**config.mk**
```make
export PLATFORM = sky130hd
export DESIGN_NAME = cache_fill_arbiter
export DESIGN_NICKNAME = d
export VERILOG_FILES = /design/src/rtl/cache_fill_arbiter.sv
export SDC_FILE = /design/constraint.sdc
export NUM_CORES = 1
export LEC_CHECK = 0
export BUFFER_PORTS_ARGS = -buffer_cell sky130_fd_sc_hd__buf_4
export CAP_MARGIN = 20
export CORE_UTILIZATION = 25
export DETAILED_ROUTE_END_ITERATION = 10
export MAX_ROUTING_LAYER = met4
export SYNTH_ARGS = -nofsm -noshare
export SYNTH_HDL_FRONTEND = slang
export SYNTH_SLANG_ARGS = --single-unit
```
**constraint.sdc**
```tcl
create_clock -name clk -period 2.27 [get_ports clk]
set_input_delay 0.227 -clock clk [delete_from_list [all_inputs] [get_ports clk]]
set_output_delay 0.227 -clock clk [all_outputs]
set_load 0.05 [all_outputs]
```
**src/rtl/cache_fill_arbiter.sv**
```systemverilog
// Round-robin arbiter between NUM_CH cache channels and one pipelined main memory:
// serialises write-throughs and pipelined block fills, and drives the global stall_n.
module cache_fill_arbiter #(
   parameter int NUM_CH          = 2,
   parameter int ADDR_W          = 16,
   parameter int DATA_W          = 16,
   parameter int WORDS_PER_BLOCK = 8
) (
   input  logic                       clk,
   input  logic                       rst_n,
   input  logic [NUM_CH-1:0]          miss_req,
   input  logic [NUM_CH*ADDR_W-1:0]   miss_addr,
   input  logic [NUM_CH-1:0]          wr_req,
   input  logic [NUM_CH*ADDR_W-1:0]   wr_addr,
   input  logic [NUM_CH*DATA_W-1:0]   wr_data,
   output logic [DATA_W-1:0]          fill_data,
   output logic [ADDR_W-1:0]          fill_addr,
   output logic [NUM_CH-1:0]          data_wr,
   output logic [NUM_CH-1:0]          tag_wr,
   output logic [NUM_CH-1:0]          wr_ack,
   output logic [NUM_CH-1:0]          busy,
   output logic                       stall_n,
   output logic [ADDR_W-1:0]          mainmem_addr,
   output logic                       mainmem_wr,
   output logic [DATA_W-1:0]          mainmem_write_data,
   output logic                       mainmem_enable,
   input  logic [DATA_W-1:0]          mainmem_read_data,
   input  logic                       mainmem_data_valid
);

   localparam int CNT_W = $clog2(WORDS_PER_BLOCK);
   localparam int PTR_W = (NUM_CH > 1) ? $clog2(NUM_CH) : 1;
   localparam int OFS_W = CNT_W + 1;
   localparam logic [ADDR_W-1:0] BASE_MASK = {{(ADDR_W-OFS_W){1'b1}}, {OFS_W{1'b0}}};
   localparam logic [CNT_W-1:0]  CNT_LAST  = CNT_W'(WORDS_PER_BLOCK - 1);

   typedef enum logic [1:0] {
      ST_IDLE  = 2'd0,
      ST_WRITE = 2'd1,
      ST_FILL  = 2'd2,
      ST_DRAIN = 2'd3
   } state_t;

   state_t              state_r, state_s;
   logic [PTR_W-1:0]    gnt_r, rr_ptr_r, pick_s;
   logic [CNT_W-1:0]    issue_cnt_r, ret_cnt_r;
   logic [ADDR_W-1:0]   base_r;
   logic [NUM_CH-1:0]   req_s;
   logic                ret_fire_s, ret_last_s;

   logic [ADDR_W-1:0]   miss_addr_a [NUM_CH];
   logic [ADDR_W-1:0]   wr_addr_a   [NUM_CH];
   logic [DATA_W-1:0]   wr_data_a   [NUM_CH];

   for (genvar i = 0; i < NUM_CH; i++) begin : g_unpack
      assign miss_addr_a[i] = miss_addr[i*ADDR_W +: ADDR_W];
      assign wr_addr_a[i]   = wr_addr[i*ADDR_W +: ADDR_W];
      assign wr_data_a[i]   = wr_data[i*DATA_W +: DATA_W];
   end

   // First requesting channel at or after ptr, searching circularly.
   function automatic logic [PTR_W-1:0] rr_pick(input logic [NUM_CH-1:0] req,
                                                input logic [PTR_W-1:0]  ptr);
      logic [PTR_W-1:0] pick;
      logic [PTR_W:0]   idx;
      logic             found;
      pick  = ptr;
      found = 1'b0;
      for (int k = 0; k < NUM_CH; k++) begin
         idx = {1'b0, ptr} + (PTR_W+1)'(k);
         if (idx >= (PTR_W+1)'(NUM_CH)) begin
            idx = idx - (PTR_W+1)'(NUM_CH);
         end
         if (!found && req[idx[PTR_W-1:0]]) begin
            pick  = idx[PTR_W-1:0];
            found = 1'b1;
         end
      end
      return pick;
   endfunction

   function automatic logic [PTR_W-1:0] next_ptr(input logic [PTR_W-1:0] cur);
      logic [PTR_W-1:0] nxt;
      if (cur == PTR_W'(NUM_CH - 1)) begin
         nxt = '0;
      end else begin
         nxt = cur + PTR_W'(1);
      end
      return nxt;
   endfunction

   assign req_s      = miss_req | wr_req;
   assign pick_s     = rr_pick(req_s, rr_ptr_r);
   // Stray returns outside FILL/DRAIN (e.g. after a reset mid-fill) are dropped here.
   assign ret_fire_s = mainmem_data_valid & ((state_r == ST_FILL) | (state_r == ST_DRAIN));
   assign ret_last_s = (ret_cnt_r == CNT_LAST);

   // State, grant, round-robin pointer, block base and issue/return counters.
   always_ff @(posedge clk or negedge rst_n) begin
      if (!rst_n) begin
         state_r     <= ST_IDLE;
         gnt_r       <= '0;
         rr_ptr_r    <= '0;
         issue_cnt_r <= '0;
         ret_cnt_r   <= '0;
         base_r      <= '0;
      end else begin
         state_r <= state_s;
         case (state_r)
            ST_IDLE: begin
               if (|req_s) begin
                  gnt_r       <= pick_s;
                  base_r      <= miss_addr_a[pick_s] & BASE_MASK;
                  issue_cnt_r <= '0;
                  ret_cnt_r   <= '0;
               end
            end
            ST_WRITE: begin
               rr_ptr_r <= next_ptr(gnt_r);
            end
            ST_FILL, ST_DRAIN: begin
               if (state_r == ST_FILL) begin
                  issue_cnt_r <= issue_cnt_r + CNT_W'(1);
               end
               if (ret_fire_s) begin
                  ret_cnt_r <= ret_cnt_r + CNT_W'(1);
                  if (ret_last_s) begin
                     rr_ptr_r <= next_ptr(gnt_r);
                  end
               end
            end
            default: begin
               state_r <= ST_IDLE;
            end
         endcase
      end
   end

   // Next state plus all memory-side and cache-side outputs.
   always_comb begin
      state_s            = state_r;
      fill_data          = '0;
      fill_addr          = '0;
      data_wr            = '0;
      tag_wr             = '0;
      wr_ack             = '0;
      busy               = '0;
      mainmem_addr       = '0;
      mainmem_wr         = 1'b0;
      mainmem_write_data = '0;
      mainmem_enable     = 1'b0;

      case (state_r)
         ST_IDLE: begin
            if (|req_s) begin
               state_s = wr_req[pick_s] ? ST_WRITE : ST_FILL;
            end else begin
               state_s = ST_IDLE;
            end
         end
         ST_WRITE: begin
            mainmem_addr       = wr_addr_a[gnt_r];
            mainmem_write_data = wr_data_a[gnt_r];
            mainmem_wr         = 1'b1;
            mainmem_enable     = 1'b1;
            wr_ack[gnt_r]      = 1'b1;
            state_s            = ST_IDLE;
         end
         ST_FILL: begin
            mainmem_enable = 1'b1;
            mainmem_addr   = base_r + ADDR_W'({issue_cnt_r, 1'b0});
            if (issue_cnt_r == CNT_LAST) begin
               state_s = ST_DRAIN;
            end else begin
               state_s = ST_FILL;
            end
         end
         ST_DRAIN: begin
            state_s = ST_DRAIN;
         end
         default: begin
            state_s = ST_IDLE;
         end
      endcase

      if (ret_fire_s) begin
         fill_data      = mainmem_read_data;
         fill_addr      = base_r + ADDR_W'({ret_cnt_r, 1'b0});
         data_wr[gnt_r] = 1'b1;
         if (ret_last_s) begin
            tag_wr[gnt_r] = 1'b1;
            state_s       = ST_IDLE;
         end else begin
            tag_wr = '0;
         end
      end else begin
         data_wr = '0;
      end

      if (state_r != ST_IDLE) begin
         busy[gnt_r] = 1'b1;
      end else begin
         busy = '0;
      end
   end

   assign stall_n = ~(|miss_req) & ((state_r == ST_IDLE) | (state_r == ST_WRITE));

endmodule

```
# ---- After elaboration in Yosys (flattened, before gate mapping)
# Cells that the tools add are included.
dict set report word_totals {
  output_inout_bits 75
  reg_bits 22
}
dict set report op_classes {
  n_eq_ne 9
  order_cmp 9
  mux 48
  n_bitwise 8
  reduce_logical 15
  add_sub_neg 8
}
# operator n
set op_table {}
lappend op_table {{$mux 16} 12}
lappend op_table {{$add 16x4->16} 2}
lappend op_table {{$pmux 16 s2} 1}
lappend op_table {{$mux 1} 18}
lappend op_table {{$mux 2} 9}
lappend op_table {{$pmux 3 s2} 2}
lappend op_table {{$mux 3} 3}
lappend op_table {{$reduce_and 3->1} 3}
lappend op_table {{$lt 1x2->1 const B} 4}
lappend op_table {{$ne 2x2->1 const B} 4}
lappend op_table {{$pmux 2 s4} 1}
lappend op_table {{$reduce_or 2->1} 4}
lappend op_table {{$add 3x1->3 const B} 2}
lappend op_table {{$eq 3x3->1 const B} 2}
lappend op_table {{$ge 2x2->1 const B} 3}
lappend op_table {{$reduce_bool 2->1} 3}
lappend op_table {{$eq 2x2->1 const B} 2}
lappend op_table {{$not 1->2} 2}
lappend op_table {{$add 1x1->2 const B} 1}
lappend op_table {{$and 1x1->1} 2}
lappend op_table {{$eq 2x1->1 const B} 1}
lappend op_table {{$ge 1x2->1 const B} 1}
lappend op_table {{$logic_and 1x1->1} 2}
lappend op_table {{$logic_not 2->1} 1}
lappend op_table {{other kinds (10)} 12}

# ---- Longest topological paths before layout
dict set report logic_depth {
  ltp_word 15
  depth_mapped 8
  ltp_nobuf 6
}

# ---- Least setup slack after synthesis
# No wires, ideal clock.
dict set report synth_timing {
  path_type {reg2out}
  from {reg state_r[1]}
  to {out stall_n}
  t_arrival_ps 2626
  stages_incl_launch_ff 7
  slack_ps -583
  path_buffers 2
  t_required_ps 2043
  cell_sequence {dfrtp_1 inv_1 ha_1 clkbuf_1 clkbuf_1 nor2_1 nor3_1}
}
dict set report synth_between {
  elab_chain_cells 3
  elab_cells_between_ends 4
  cone_classes {1 x eq/ne; 2 x bitwise; 1 x reduce/logical}
}
# element line
set synth_lines {}
lappend synth_lines {{start: declaration} 44} ;# state_t state_r, state_s;
lappend synth_lines {{start signal: assignment} 108} ;# state_r <= state_s;
lappend synth_lines {{$eq 2x1->1 / $logic_not 2->1 (equally long branches)} 207} ;# assign stall_n = ~(|miss_req) & ((state_r == ST_IDLE) | (state_r == ST_WRITE));
lappend synth_lines {{$or 1x1->1 *} 207}
lappend synth_lines {{$and 1x1->1 *} 207}
lappend synth_lines {{end: declaration} 22} ;# output logic stall_n,
# Mark *: on every way between the ends. The rest lies on a longest branch, timed or not.

# ---- Worst setup path after layout
dict set report layout_timing {
  from {reg gnt_r}
  to {out mainmem_addr[15]}
}
dict set report layout_between {
  elab_chain_cells 5
}
# element line
set layout_lines {}
lappend layout_lines {{start: declaration} 45} ;# logic [PTR_W-1:0] gnt_r, rr_ptr_r, pick_s;
lappend layout_lines {{start signal: assignment} 112} ;# gnt_r <= pick_s;
lappend layout_lines {{$not 1->2 (not written as such)} 162} ;# mainmem_addr = wr_addr_a[gnt_r];
lappend layout_lines {{$mux 16 (not written as such) (3 in a row)} 162}
lappend layout_lines {{$pmux 16 s2} 153} ;# case (state_r)
lappend layout_lines {{end: declaration} 23} ;# output logic [ADDR_W-1:0] mainmem_addr,
# No other way between the ends. The select of a mux whose other input is x is not followed.

==> results.md <==
Run status
- status: completed

Yosys
- share of the synthesized area in the top cell type: 25.57%
- most used flip-flop cell after synthesis: sky130_fd_sc_hd__dfrtp_1
- multiplexer fraction of the synthesized cell area: 16.91%
- number of distinct library cells after synthesis: 36
- share of synthesized registers carrying an async set or reset: 100.0%
- Synth Area in Simple Gates: 31.67%
- EDFF count, synth: 0
- Post-Syn Area: 2153 um2
- Syn Area/Cell: 8.282 um2
- Seq/Total Area, Yosys: 25.57%
- number of register bits inferred by synthesis: 22
- compound-gate portion of the synthesized area: 15.63%
- Cells after Synth: 260
- leading area contributor after synthesis: sky130_fd_sc_hd__dfrtp_1
- dominant cells by area after synthesis: sky130_fd_sc_hd__dfrtp_1, sky130_fd_sc_hd__nor2b_1, sky130_fd_sc_hd__and2_1
- Adder-Cell Fraction of Synth Area: 5.230%
- XOR/XNOR Fraction of Synth Area: 0%
- Yosys warning total: 0
- post-synthesis net count: 388
- main combinational cell family by area after synthesis: simple AND/OR/NAND/NOR gates

Routing
- 1st-iter DRT viols: 84
- DRC Markers: 0
- Via-to-Cell Ratio: 4.640
- metal3 WL: 655 um
- wire per inst: 14.41 um
- sum of routed wire segments on met1: 3.285 mm
- total via count in the routed design: 2529
- DR top layer: met4
- wire length on met2: 3.893 mm
- Final ANT Viol Nets: 0
- Detailed Route WL: 7.856 mm
- TritonRoute pass-1 iters: 4

Clock network
- latest clock arrival within the worst-skew pair: 0.26 ns
- number of H-tree levels: 1
- buffers inserted by post-CTS timing repair: 0
- clock root buffer: sky130_fd_sc_hd__clkbuf_8
- clock sink count: 22
- clock-pin slew reported for the worst setup and hold paths after clock tree synthesis: 0.08 ns
- CTS tree: built
- maximum clock insertion buffer count: 2
- number of buffers created by CTS: 3

Floorplan
- core footprint: 8258 um2
- Die Wd: 94.81 um
- Std-Cell Rows: 33
- starting utilization of the core area: 26.08%
- number of top-level design ports: 194
- Die Y: 94.81 um
- die area: 8988 um2

Layout
- most frequent cells in the layout: sky130_fd_sc_hd__buf_4, sky130_fd_sc_hd__and2_1, sky130_fd_sc_hd__nor2_1
- Final Instance Area: 3923 um2
- count of nets after finishing: 569
- number of fill cells in the layout: 814
- Multi-input gate area: 1645 um2
- Reg area: 551.8 um2
- non-filler cells, final: 545
- area growth from synthesis to layout: 82.16%
- fraction of final layout cells sized beyond drive strength 1: 59.09%
- Post-Route Utilization: 47.50%
- most common cell after layout, fill and taps aside: sky130_fd_sc_hd__buf_4
- number of inserted diodes: 0

Placed design
- count of input and output buffers: 184
- Detailed Place HPWL: 6.315 mm
- placed inst area: 3840 um2
- Final Wtd Congestion: 0.7923
- Placement Setup Slack: 0.3145 ns
- Cell Count Post-Placement: 540

Worst setup path
- CP endpoint kind: output pin
- worst stage delay on the critical path: 0.51 ns
- Setup Crit Path Kind: reg2out
- required time of the worst setup path: 2.04 ns
- Max stage delay cell, worst path: sky130_fd_sc_hd__dfrtp_2
- crit-path max FO: 25
- CP Cell Sequence: buf_12, mux2_2, a22oi_1, nor2b_4, buf_4
- Worst setup SP type: flip-flop
- critical path arrival: 1.87 ns
- flop2flop setup slack: 0.30 ns

Timing
- final critical delay including setup and external delays: 2.094 ns
- pins over their slew limit: 0
- Final Cycle Share: 92.23%
- fin worst setup slack: 0.1765 ns
- setup TNS: 0 ns
- maximum clock rate: 0.4777 GHz
- largest clock skew in the final design: 0.001310 ns
- setup repair after global routing missed its margin: false
- Final Setup Violations: 0
- Final Hold Viols: 0

Run
- total of max-cap violations: 0

GRT
- wire length of the first global-routing pass: 11.65 mm
- sum of overflow across all layers after global routing: 0
- all-layer global routing usage: 17.01%
- initial antenna violation count: 0
- maximum number of pins on one net before global-route repair: 34
- via count of the first global-routing pass: 2478

Worst hold path
- Tightest Hold Check Type: in2reg

Pwr
- Max IR drop VDD: 0.9588 mV
- Power per Cell Area: 1495 nW/um2
- leakage dissipation: 1.993 nW

-- metal layers --
metal	up-vias	track usage (%)
li1	1264	-
met1	1142	20.06
met2	121	30.82
met3	2	2.496
met4	0	2.778
met5	-	-
-- stage by stage --
stage               hold WS (ns)  total power [mW]
detailed placement        0.1393             5.548
global route              0.2062             6.257
finish                    0.1981             5.863
global placement          0.1396             5.501
floorplan               -0.06859             4.150
CTS                       0.1937             5.935
-- synth_stat cells (2+ instances only) --
master and count:
sky130_fd_sc_hd__nor3_1 3, sky130_fd_sc_hd__and2b_2 2, sky130_fd_sc_hd__o22ai_1 12, sky130_fd_sc_hd__nor2b_1 36, sky130_fd_sc_hd__a22o_2 2, sky130_fd_sc_hd__mux2_2 15, sky130_fd_sc_hd__a22oi_1 15, sky130_fd_sc_hd__a31oi_1 2
sky130_fd_sc_hd__mux2i_1 18, sky130_fd_sc_hd__a21oi_1 3, sky130_fd_sc_hd__inv_1 3, sky130_fd_sc_hd__buf_1 2, sky130_fd_sc_hd__buf_4 2, sky130_fd_sc_hd__o21ai_0 7, sky130_fd_sc_hd__nand2_1 9, sky130_fd_sc_hd__buf_2 8
sky130_fd_sc_hd__clkbuf_1 8, sky130_fd_sc_hd__and2_1 34, sky130_fd_sc_hd__dfrtp_1 22, sky130_fd_sc_hd__ha_1 9, sky130_fd_sc_hd__nor2_1 31, sky130_fd_sc_hd__o21a_1 3
-- worst max-delay path: cells and delay by family, from the launching register on --
family / cells / cell delay [ns]
AOI/OAI and AO/OA: 1 / 0.24
buffers and inverters: 2 / 0.42
DFF: 1 / 0.51
muxes: 1 / 0.35
and+or+nand+nor: 1 / 0.06
-- report_power, final --
part | switching [mW] | internal (mW)
logic | 2.87 | 1.84
registers | 0.203 | 0.584
clock network | 0.136 | 0.236
total | 3.21 | 2.66
-- cells by family (layout without fill, tap and decap cells) --
logic type,count (synthesis),in the layout
AOI/OAI and AO/OA,49,49
adders and majority gates,9,9
buffers and inverters,23,203
DFF,22,22
muxes,34,34
other,1,1
and+or+nand+nor,122,122
-- sequential cells by signal (all words and copies together) (netlist names) --
name,count
ret_cnt_r,3
issue_cnt_r,3
rr_ptr_r,1
base_r,12
state_r,2
gnt_r,1
-- timing repair --
item                                   CTS  global route
hold buffers                             1             0
resized for setup                        0             1
endpoints found under the hold margin   22             0
setup endpoints to repair                0            23
-- final timing paths --
check                         startpoint                to  depth (start not counted)
min in group asynchronous          rst_n      ret_cnt_r[2]                          2
setup reg to reg              state_r[0]    issue_cnt_r[0]                          6
max in group asynchronous          rst_n             gnt_r                          2
hold / removal             miss_addr[27]        base_r[11]                          3
hold reg to reg               base_r[11]        base_r[11]                          2
setup / recovery                   gnt_r  mainmem_addr[15]                          5
-- layout make-up --
type / count / share of cell area, %
clock buffer: 3 / 1.053
clock inverter: 1 / 0.7656
inverter: 3 / 0.2871
multi-input combinational: 215 / 41.95
sequential: 22 / 14.07
tap: 105 / 3.349
timing repair buffer: 196 / 38.53
(Power assumes the default switching activity.)
